[config.mk]
export PLATFORM = sky130hd
export DESIGN_NAME = prio_encoder_rr_flat
export DESIGN_NICKNAME = d
export VERILOG_FILES = /design/src/rtl/prio_encoder_rr_if.sv /design/src/rtl/prio_encoder_rr.sv /design/src/flat_wrapper.sv
export SDC_FILE = /design/constraint.sdc
export NUM_CORES = 1
export LEC_CHECK = 0
export BUFFER_PORTS_ARGS = -buffer_cell sky130_fd_sc_hd__buf_4
export CORE_MARGIN = 2
export CORE_UTILIZATION = 35
export CTS_BUF_LIST = sky130_fd_sc_hd__clkbuf_16
export DETAILED_ROUTE_END_ITERATION = 12
export PLACE_DENSITY = 0.52
export SLEW_MARGIN = 20
export SYNTH_ARGS = -nofsm -noshare
export SYNTH_HDL_FRONTEND = slang
export SYNTH_SLANG_ARGS = --single-unit
export TNS_END_PERCENT = 50
[constraint.sdc]
create_clock -name clk -period 4.3 [get_ports clk]
set_input_delay 1.29 -clock clk [delete_from_list [all_inputs] [get_ports clk]]
set_output_delay 1.29 -clock clk [all_outputs]
set_load 0.05 [all_outputs]
[src/rtl/prio_encoder_rr_if.sv]
// Request/result bundle for prio_encoder_rr: request side and encoded-index side, each valid/ready.
interface prio_encoder_rr_if #(
  parameter int N = 16
);
  localparam int IW = $clog2(N);

  logic [N-1:0]  req_in;
  logic          mode;
  logic          in_valid;
  logic          in_ready;
  logic [IW-1:0] idx_out;
  logic          none_out;
  logic          out_valid;
  logic          out_ready;

  modport master (
    output req_in, mode, in_valid, out_ready,
    input  in_ready, idx_out, none_out, out_valid
  );

  modport slave (
    input  req_in, mode, in_valid, out_ready,
    output in_ready, idx_out, none_out, out_valid
  );
endinterface

[src/rtl/prio_encoder_rr.sv]
// Registered N-to-log2(N) priority encoder, fixed (highest index) or round-robin; latency 1 cycle,
// single output register, in_ready = !out_valid || out_ready. Macro ONEHOT_CHECK_EN adds multi_hot_out.
module prio_encoder_rr #(
  parameter int N = 16
) (
  input  logic clk,
  input  logic rst_n,
  prio_encoder_rr_if.slave bus
`ifdef ONEHOT_CHECK_EN
  ,
  output logic multi_hot_out
`endif
);
  localparam int IW = $clog2(N);

  logic [IW-1:0] ptr;
  logic [IW-1:0] fix_idx;
  logic [IW-1:0] rr_idx;
  logic [IW-1:0] win_idx;
  logic [IW-1:0] ptr_nxt;
  logic          any_req;
  logic          rr_found;
  logic          accept;
  logic [IW-1:0] idx_q;
  logic          none_q;
  logic          valid_q;

  assign any_req     = |bus.req_in;
  assign bus.in_ready = !valid_q || bus.out_ready;
  assign accept      = bus.in_valid && bus.in_ready;

  // Highest set bit wins in fixed mode: later iterations overwrite earlier ones.
  always_comb begin
    fix_idx = '0;
    for (int i = 0; i < N; i++) begin
      if (bus.req_in[i]) fix_idx = IW'(i);
    end
  end

  // Scan from ptr upward, wrapping at N (N need not be a power of two).
  always_comb begin
    int j;
    rr_idx   = '0;
    rr_found = 1'b0;
    j        = 0;
    for (int k = 0; k < N; k++) begin
      j = int'(ptr) + k;
      if (j >= N) j = j - N;
      if (!rr_found && bus.req_in[j]) begin
        rr_idx   = IW'(j);
        rr_found = 1'b1;
      end
    end
  end

  always_comb begin
    win_idx = '0;
    if (any_req) win_idx = bus.mode ? rr_idx : fix_idx;
    ptr_nxt = (win_idx == IW'(N - 1)) ? '0 : win_idx + 1'b1;
  end

  always_ff @(posedge clk or negedge rst_n) begin
    if (!rst_n) begin
      valid_q <= 1'b0;
      idx_q   <= '0;
      none_q  <= 1'b0;
      ptr     <= '0;
    end else begin
      if (accept) begin
        valid_q <= 1'b1;
        idx_q   <= win_idx;
        none_q  <= !any_req;
        if (bus.mode && any_req) ptr <= ptr_nxt;
      end else if (bus.out_ready) begin
        valid_q <= 1'b0;
      end
    end
  end

`ifdef ONEHOT_CHECK_EN
  always_ff @(posedge clk or negedge rst_n) begin
    if (!rst_n) begin
      multi_hot_out <= 1'b0;
    end else if (accept) begin
      multi_hot_out <= |(bus.req_in & (bus.req_in - 1'b1));
    end
  end
`endif

  assign bus.idx_out   = idx_q;
  assign bus.none_out  = none_q;
  assign bus.out_valid = valid_q;
endmodule

[src/flat_wrapper.sv]
// flat-port wrapper written by rule: the top's interface ports become plain ports
module prio_encoder_rr_flat 
#(
  parameter int N = 16
)
  (clk, rst_n, bus_req_in, bus_mode, bus_in_valid, bus_out_ready, bus_in_ready, bus_idx_out, bus_none_out, bus_out_valid);
  prio_encoder_rr_if #(.N(N)) bus_i ();
  input  logic clk;
  input  logic rst_n;
  input wire logic [$bits(bus_i.req_in)-1:0] bus_req_in;
  input wire logic [$bits(bus_i.mode)-1:0] bus_mode;
  input wire logic [$bits(bus_i.in_valid)-1:0] bus_in_valid;
  input wire logic [$bits(bus_i.out_ready)-1:0] bus_out_ready;
  output wire logic [$bits(bus_i.in_ready)-1:0] bus_in_ready;
  output wire logic [$bits(bus_i.idx_out)-1:0] bus_idx_out;
  output wire logic [$bits(bus_i.none_out)-1:0] bus_none_out;
  output wire logic [$bits(bus_i.out_valid)-1:0] bus_out_valid;
  assign bus_i.req_in = bus_req_in;
  assign bus_i.mode = bus_mode;
  assign bus_i.in_valid = bus_in_valid;
  assign bus_i.out_ready = bus_out_ready;
  assign bus_in_ready = bus_i.in_ready;
  assign bus_idx_out = bus_i.idx_out;
  assign bus_none_out = bus_i.none_out;
  assign bus_out_valid = bus_i.out_valid;
  prio_encoder_rr #(.N(N)) u_core (.clk(clk), .rst_n(rst_n), .bus(bus_i));
endmodule
# ---- After elaboration in Yosys (flattened, before gate mapping)
# Cells that the tools add are included.
dict set report classes {
  eq_ne 1
  magnitude_cmp 32
  n_mux 115
  addsub 32
  n_reduce_logical 38
}
# operator n
set ops {}
lappend ops {{$lt A32 B6 Y1 const B} 16}
lappend ops {{$mux W32} 16}
lappend ops {{$ge A32 B6 Y1 const B} 15}
lappend ops {{$sub A32 B6 Y32 const B} 15}
lappend ops {{$mux W4} 33}
lappend ops {{$bmux W1 S4} 16}
lappend ops {{$mux W1} 50}
lappend ops {{$add A4 B4 Y5 const B} 8}
lappend ops {{$add A4 B3 Y5 const B} 4}
lappend ops {{$logic_and A1 B1 Y1} 17}
lappend ops {{$logic_not A1 Y1} 17}
lappend ops {{$reduce_or A16 Y1} 1}
lappend ops {{$add A4 B2 Y5 const B} 2}
lappend ops {{$sub A4 B5 Y6 const B} 1}
lappend ops {{$add A4 B1 Y5 const B} 1}
lappend ops {{$ge A4 B5 Y1 const B} 1}
lappend ops {{$add A4 B1 Y4 const B} 1}
lappend ops {{$eq A4 B4 Y1 const B} 1}
lappend ops {{$reduce_and A2 Y1} 1}
lappend ops {{$reduce_bool A2 Y1} 1}
lappend ops {{$logic_or A1 B1 Y1} 1}
dict set report word_totals {
  out_inout_bits 7
  reg_bits 10
  word_cells 222
  inputBits 21
}

# ---- Depth between registers and ports, before layout
dict set report logic_depth {
  word_depth 55
  mapped_depth 18
}

# ---- Worst setup path after synthesis
# No wires, ideal clock.
dict set report synth_path {
  path_kind {register -> register}
  start {reg u_core.ptr[1]}
  end {reg u_core.ptr[2]}
  setup_slack_ps -214
  arrival_ps 4375
  stages_incl_launch_ff 18
  cell_sequence {dfrtp_1 buf_6 clkbuf_1 inv_1 ha_1 buf_6 mux4_2 o211a_1 or4_1 buf_2 nor4_4 nand3_4 buf_6 o22ai_1 a211oi_1 o31a_1 o311ai_1 o211ai_1}
}
dict set report synth_via {
  elab_chain_cells 55
  word_cells_on_any_way 177
  cone_classes {add/sub (32); order compare (16); eq/ne (1); mux (98); reduce/logical (30)}
}
# item line_no
set synth_lines {}
lappend synth_lines {{start: declaration} prio_encoder_rr.sv:16} ;# logic [IW-1:0] ptr;
lappend synth_lines {{start signal: assignment} prio_encoder_rr.sv:73} ;# if (bus.mode && any_req) ptr <= ptr_nxt;
lappend synth_lines {{parallel branches: the longest is 50 deep, another holds $sub A32 B6 Y32} --}
lappend synth_lines {{$mux W4 *} prio_encoder_rr.sv:49} ;# if (!rr_found && bus.req_in[j]) begin
lappend synth_lines {{$mux W4 * (2 in series)} prio_encoder_rr.sv:58} ;# if (any_req) win_idx = bus.mode ? rr_idx : fix_idx;
lappend synth_lines {{$add A4 B1 Y4 / $eq A4 B4 Y1 (equally long branches)} prio_encoder_rr.sv:59} ;# ptr_nxt = (win_idx == IW'(N - 1)) ? '0 : win_idx + 1'b1;
lappend synth_lines {{$mux W4 *} prio_encoder_rr.sv:59}
# Mark *: on every way between the ends. The select of a mux whose other input is x is not followed.
# A chain may end at the register's enable or synchronous reset.

# ---- Final worst setup path
dict set report layout_path {
  start {in bus_req_in[2]}
  end {reg u_core.ptr[2]}
}
dict set report layout_via {
  elab_chain_cells 53
  word_cells_on_any_way 131
  cone_classes {add/sub (1); eq/ne (1); mux (96); reduce/logical (33)}
}
# item line_no
set layout_lines {}
lappend layout_lines {{start: declaration} flat_wrapper.sv:10} ;# input wire logic [$bits(bus_i.req_in)-1:0] bus_req_in;
lappend layout_lines {{$bmux W1 S4} prio_encoder_rr.sv:49}
lappend layout_lines {{$mux W1 (not written as such) (2 in series)} prio_encoder_rr.sv:49}
lappend layout_lines {{$mux W1} prio_encoder_rr.sv:49}
lappend layout_lines {{$logic_not A1 Y1} prio_encoder_rr.sv:49}
lappend layout_lines {{$logic_and A1 B1 Y1} prio_encoder_rr.sv:49}
lappend layout_lines {{$mux W1} prio_encoder_rr.sv:49}
lappend layout_lines {{$logic_not A1 Y1} prio_encoder_rr.sv:49}
lappend layout_lines {{$logic_and A1 B1 Y1} prio_encoder_rr.sv:49}
lappend layout_lines {{[... 35 more ...]} --}
lappend layout_lines {{$logic_and A1 B1 Y1} prio_encoder_rr.sv:49}
lappend layout_lines {{$mux W1} prio_encoder_rr.sv:49}
lappend layout_lines {{$logic_not A1 Y1} prio_encoder_rr.sv:49}
lappend layout_lines {{$logic_and A1 B1 Y1} prio_encoder_rr.sv:49}
lappend layout_lines {{$mux W4} prio_encoder_rr.sv:49}
lappend layout_lines {{$mux W4 (2 in series)} prio_encoder_rr.sv:58}
lappend layout_lines {{$add A4 B1 Y4 / $eq A4 B4 Y1 (equally long branches)} prio_encoder_rr.sv:59}
lappend layout_lines {{$mux W4} prio_encoder_rr.sv:59}
# Several ways; a longest one is shown, not always the timed one. The select of a mux whose other input is x is not followed.

==> run summary <==
Data on the critical path arrives at its endpoint at 4410 ps. The die boundary width came out at 96.0 µm. The instance count of the mapped netlist came out at 328. The number of input and output port buffers inserted came out at 27.

The parity-gate share of the synthesized area counting xor and xnor cells came out at 3.85%. The initial standard-cell utilization of the core came out at 36.0%. The area share of the largest cell type after synthesis is 18.3%.

The capturing element type of the critical path is a flip-flop. The wire length of the first global-routing pass is 17500 µm. The share of flip-flops with an asynchronous set or reset came out at 100%. The post-synthesis share of cell area spent on full adders, half adders and majority gates is 2.96%.

The mean routed wirelength per cell came out at 20.4 µm. The level count of the clock H-tree came out at 1. Across every metal layer, demand over resource in global routing totals 24.6%. The post-route clock skew came out at 2.23 ps. The worst-case headroom to the max-slew limit came out at 52.8%. Clock-pin slew was measured on the worst setup and hold paths at 40 ps. The fraction of the mapped netlist area in compound gates came out at 25.8%. The number of distinct library cells after synthesis came out at 72. The start point of the worst hold path is u_core.bus.none_out.

The detailed-route DRC error count came out at 0. The critical path startpoint category is a primary input. The floorplan step defined a die boundary enclosing 9210 µm². The flow ran to the end, but the final reports show violations. CTS saw 10 sinks. The fill cell total of the finished layout is 765.

The path class of the tightest hold or removal check is flip-flop to flip-flop. Setup violations remaining at the end of the flow were counted as 2. The growth of design area from synthesis to finish came out at 40.0%. The maximum fanout along the worst path came out at 4. The cell sitting at the root of the clock tree is a sky130_fd_sc_hd__clkbuf_16. Of the cells placed in the final design, the portion with a size suffix greater than 1 is 45.1%. The area of placed instances is 3860 µm². The required time at the endpoint of the critical path came out at 4400 ps. The final reports fail on negative setup slack. In this run the deepest clock path goes through 2 buffers.

For this block, the via count after detailed routing is 3327. The count of nets left with antenna violations once routing finished came out at 0. The floorplan core area is 8220 µm².

The number of antenna violations at the first check in global routing is 0. The count of final max-slew check failures came to 0. The die height is 96.0 µm. The hold buffer count at cts came out at 0. The number of nets in the synthesized netlist came out at 356. The portion of the post-synthesis area used by sequential elements is 8.46%. The worst register-to-register path begins at u_core.ptr[0]. The count of flip-flops with a built-in enable after synthesis came out at 0.

TritonCTS built the clock tree. Each instance of the synthesized netlist takes up on average 9.02 µm². The count of warnings emitted by yosys is 0.

The worst path setup slack after routing is -11.2 ps. The first-pass iteration count of the detailed router is 5. Detailed placement ended at an HPWL of 8730 µm. The placement-stage worst setup slack came out at -249 ps. The finished cells cover 4140 µm². The number of CTS-inserted buffers is 3. The routed wire length came out at 11100 µm. The number of register bits inferred by synthesis came out at 10.

The number of antenna diodes in the final layout is 0. The cell area that synthesis handed to floorplanning was 2960 µm². For the pin with the worst max-slew slack, the measured transition is 704 ps.

The type of the worst setup path is primary input to flip-flop. The global-route congestion overflow total is 0. The violation count after the first detailed-route iteration is 284. After synthesis, the largest family of logic cells by area is multiplexers. The net count of the finished layout is 470. The top cell type by total area after synthesis is sky130_fd_sc_hd__mux4_2. In this run the core area contains 33 standard-cell rows. Based on the critical path, the design can be clocked at up to 0.232 GHz. The reported max-cap violation count is 0. The clock insertion delay at the later pin of the skew report came out at 240 ps. The boundary pin count came out at 28. In the routed layout, each cell is associated on average with a via count of 6.09. The share of synthesized cell area in and, or, nand and nor gates came out at 18.6%.

Entering global routing, the biggest net connects 25 pins. In this run the worst setup path begins at bus_req_in[2]. The portion of synthesized area spent on multiplexers is 34.8%. In the synthesized netlist the dominant register cell turns out to be sky130_fd_sc_hd__dfrtp_1.

Subtracting the final worst setup slack from the clock period gives 4310 ps. Setup repair after global routing could not meet its margin everywhere. The number of global-route vias before repair came out at 3270. The number of hold violations in the final report came out at 0.

Of the available clock period, the critical path in the final layout requires 100%. Routability-driven placement finished with a final weighted congestion of 0.948. After synthesis, the cell types taking the most area are sky130_fd_sc_hd__mux4_2, sky130_fd_sc_hd__dfrtp_1, sky130_fd_sc_hd__mux2_2.
## cells by family (layout without fill, tap and decap cells)
logic type / after synthesis / in the layout
buffers and inverters: 32 / 144
adder cells (fa/ha/maj): 7 / 7
AO/OA/AOI/OAI: 105 / 105
flip-flops: 10 / 10
multiplexers: 64 / 64
XOR/XNOR: 13 / 13
AND/OR/NAND/NOR: 97 / 98
## what timing repair did
action                                  4_1_cts  5_1_grt
hold endpoints to repair                      0        0
endpoints found under the setup margin        1        6
resized for setup                             1       31
cloned                                        0        1
pin swaps                                     0       17
buffers inserted                              0        9
## cell usage after synthesis (all sizes together), types with 3 or more instances
| master | count |
|---|---|
| clkbuf | 6 |
| nor2b | 3 |
| nor3b | 3 |
| a31oi | 4 |
| nor3 | 8 |
| nand3 | 5 |
| buf | 14 |
| mux2 | 18 |
| nor2 | 25 |
| o211a | 5 |
| nand2 | 27 |
| xor2 | 5 |
| o22a | 4 |
| a21boi | 4 |
| nand4 | 3 |
| o21ai | 15 |
| a211oi | 8 |
| o21bai | 4 |
| ha | 7 |
| o31ai | 9 |
| a21oi | 20 |
| dfrtp | 10 |
| o22ai | 7 |
| inv | 12 |
| mux2i | 18 |
| xnor2 | 8 |
| mux4 | 28 |
| nor4 | 7 |
## stage by stage
step	instances	util, %	setup TNS, ps	hold slack, ps
CTS	536	48.1	0	488
detailed placement	532	47.0	-1140	476
global route	546	50.4	-391	527
finish	546	50.4	-12.1	483
global placement	532	47.0	-980	468
floorplan	328	-	0	757
## state kept, by name, summed over array words and instances (netlist names)
name                  cells
u_core.bus.out_valid      1
u_core.ptr                4
u_core.bus.idx_out        4
u_core.bus.none_out       1
## routing by layer
metal	vias up	share of wire, %	routed length, µm	GRT usage (%)
met5	-	0	0	0
met4	0	1.5	165	3.57
met3	20	8.0	888	3.29
met2	146	48	5320	41.6
met1	1605	43	4770	34.3
li1	1556	-	-	-
## path summary, 6_finish.rpt
path / depth (start not counted) / slack, ps / to
min in group asynchronous: 1 / 880 / u_core.bus.idx_out[2]
hold / removal: 2 / 480 / u_core.bus.none_out
setup reg to reg: 13 / 210 / u_core.ptr[2]
max in group asynchronous: 1 / 3270 / u_core.ptr[1]
hold reg to reg: 2 / 480 / u_core.bus.none_out
setup / recovery: 13 / -10 / u_core.ptr[2]
## cell usage in the layout (no fill, tap or decap), types with 3 or more instances in the layout
cell                        count
sky130_fd_sc_hd__nand2_1       25
sky130_fd_sc_hd__o21ai_1        3
sky130_fd_sc_hd__mux2i_1       18
sky130_fd_sc_hd__mux4_2        26
sky130_fd_sc_hd__nand4_1        3
sky130_fd_sc_hd__o22ai_1        5
sky130_fd_sc_hd__inv_1         11
sky130_fd_sc_hd__o22a_1         4
sky130_fd_sc_hd__ha_1           6
sky130_fd_sc_hd__a21oi_1       19
sky130_fd_sc_hd__nor3_1         7
sky130_fd_sc_hd__mux2_2        18
sky130_fd_sc_hd__nor2_1        25
sky130_fd_sc_hd__dfrtp_1       10
sky130_fd_sc_hd__nor4_1         4
sky130_fd_sc_hd__o21ai_0       12
sky130_fd_sc_hd__xor2_1         5
sky130_fd_sc_hd__o21bai_1       4
sky130_fd_sc_hd__buf_4        119
sky130_fd_sc_hd__o211a_1        5
sky130_fd_sc_hd__a31oi_1        4
sky130_fd_sc_hd__xnor2_1        8
sky130_fd_sc_hd__nor2b_1        3
sky130_fd_sc_hd__o31ai_1        6
sky130_fd_sc_hd__clkbuf_16      3
sky130_fd_sc_hd__a211oi_1       5
sky130_fd_sc_hd__buf_6          8
sky130_fd_sc_hd__nand3_1        4
## worst max-delay path: stages
cell	delay [ps]
sky130_fd_sc_hd__buf_8	100
sky130_fd_sc_hd__buf_6	110
sky130_fd_sc_hd__mux4_2	460
sky130_fd_sc_hd__mux4_2	500
sky130_fd_sc_hd__a2111o_1	440
sky130_fd_sc_hd__nor4_4	270
sky130_fd_sc_hd__buf_4	190
sky130_fd_sc_hd__nand2_4	60
sky130_fd_sc_hd__o22ai_4	210
sky130_fd_sc_hd__a211oi_4	70
sky130_fd_sc_hd__o31a_1	330
sky130_fd_sc_hd__o311ai_1	230
sky130_fd_sc_hd__o211ai_1	120
## layout make-up
cell class | count | area (µm²) | share of cell area [%]
multi-input combinational | 287 | 2640 | 63.7
timing repair buffer | 128 | 998 | 24.1
sequential | 10 | 250 | 6.04
tap | 105 | 131 | 3.17
clock buffer | 3 | 75.1 | 1.81
inverter | 12 | 45.0 | 1.09
clock inverter | 1 | 3.75 | 0.0906
Power is left out: the tool's default activity adds up to more than one toggle a clock period on the data nets, which glitch-free logic cannot reach.
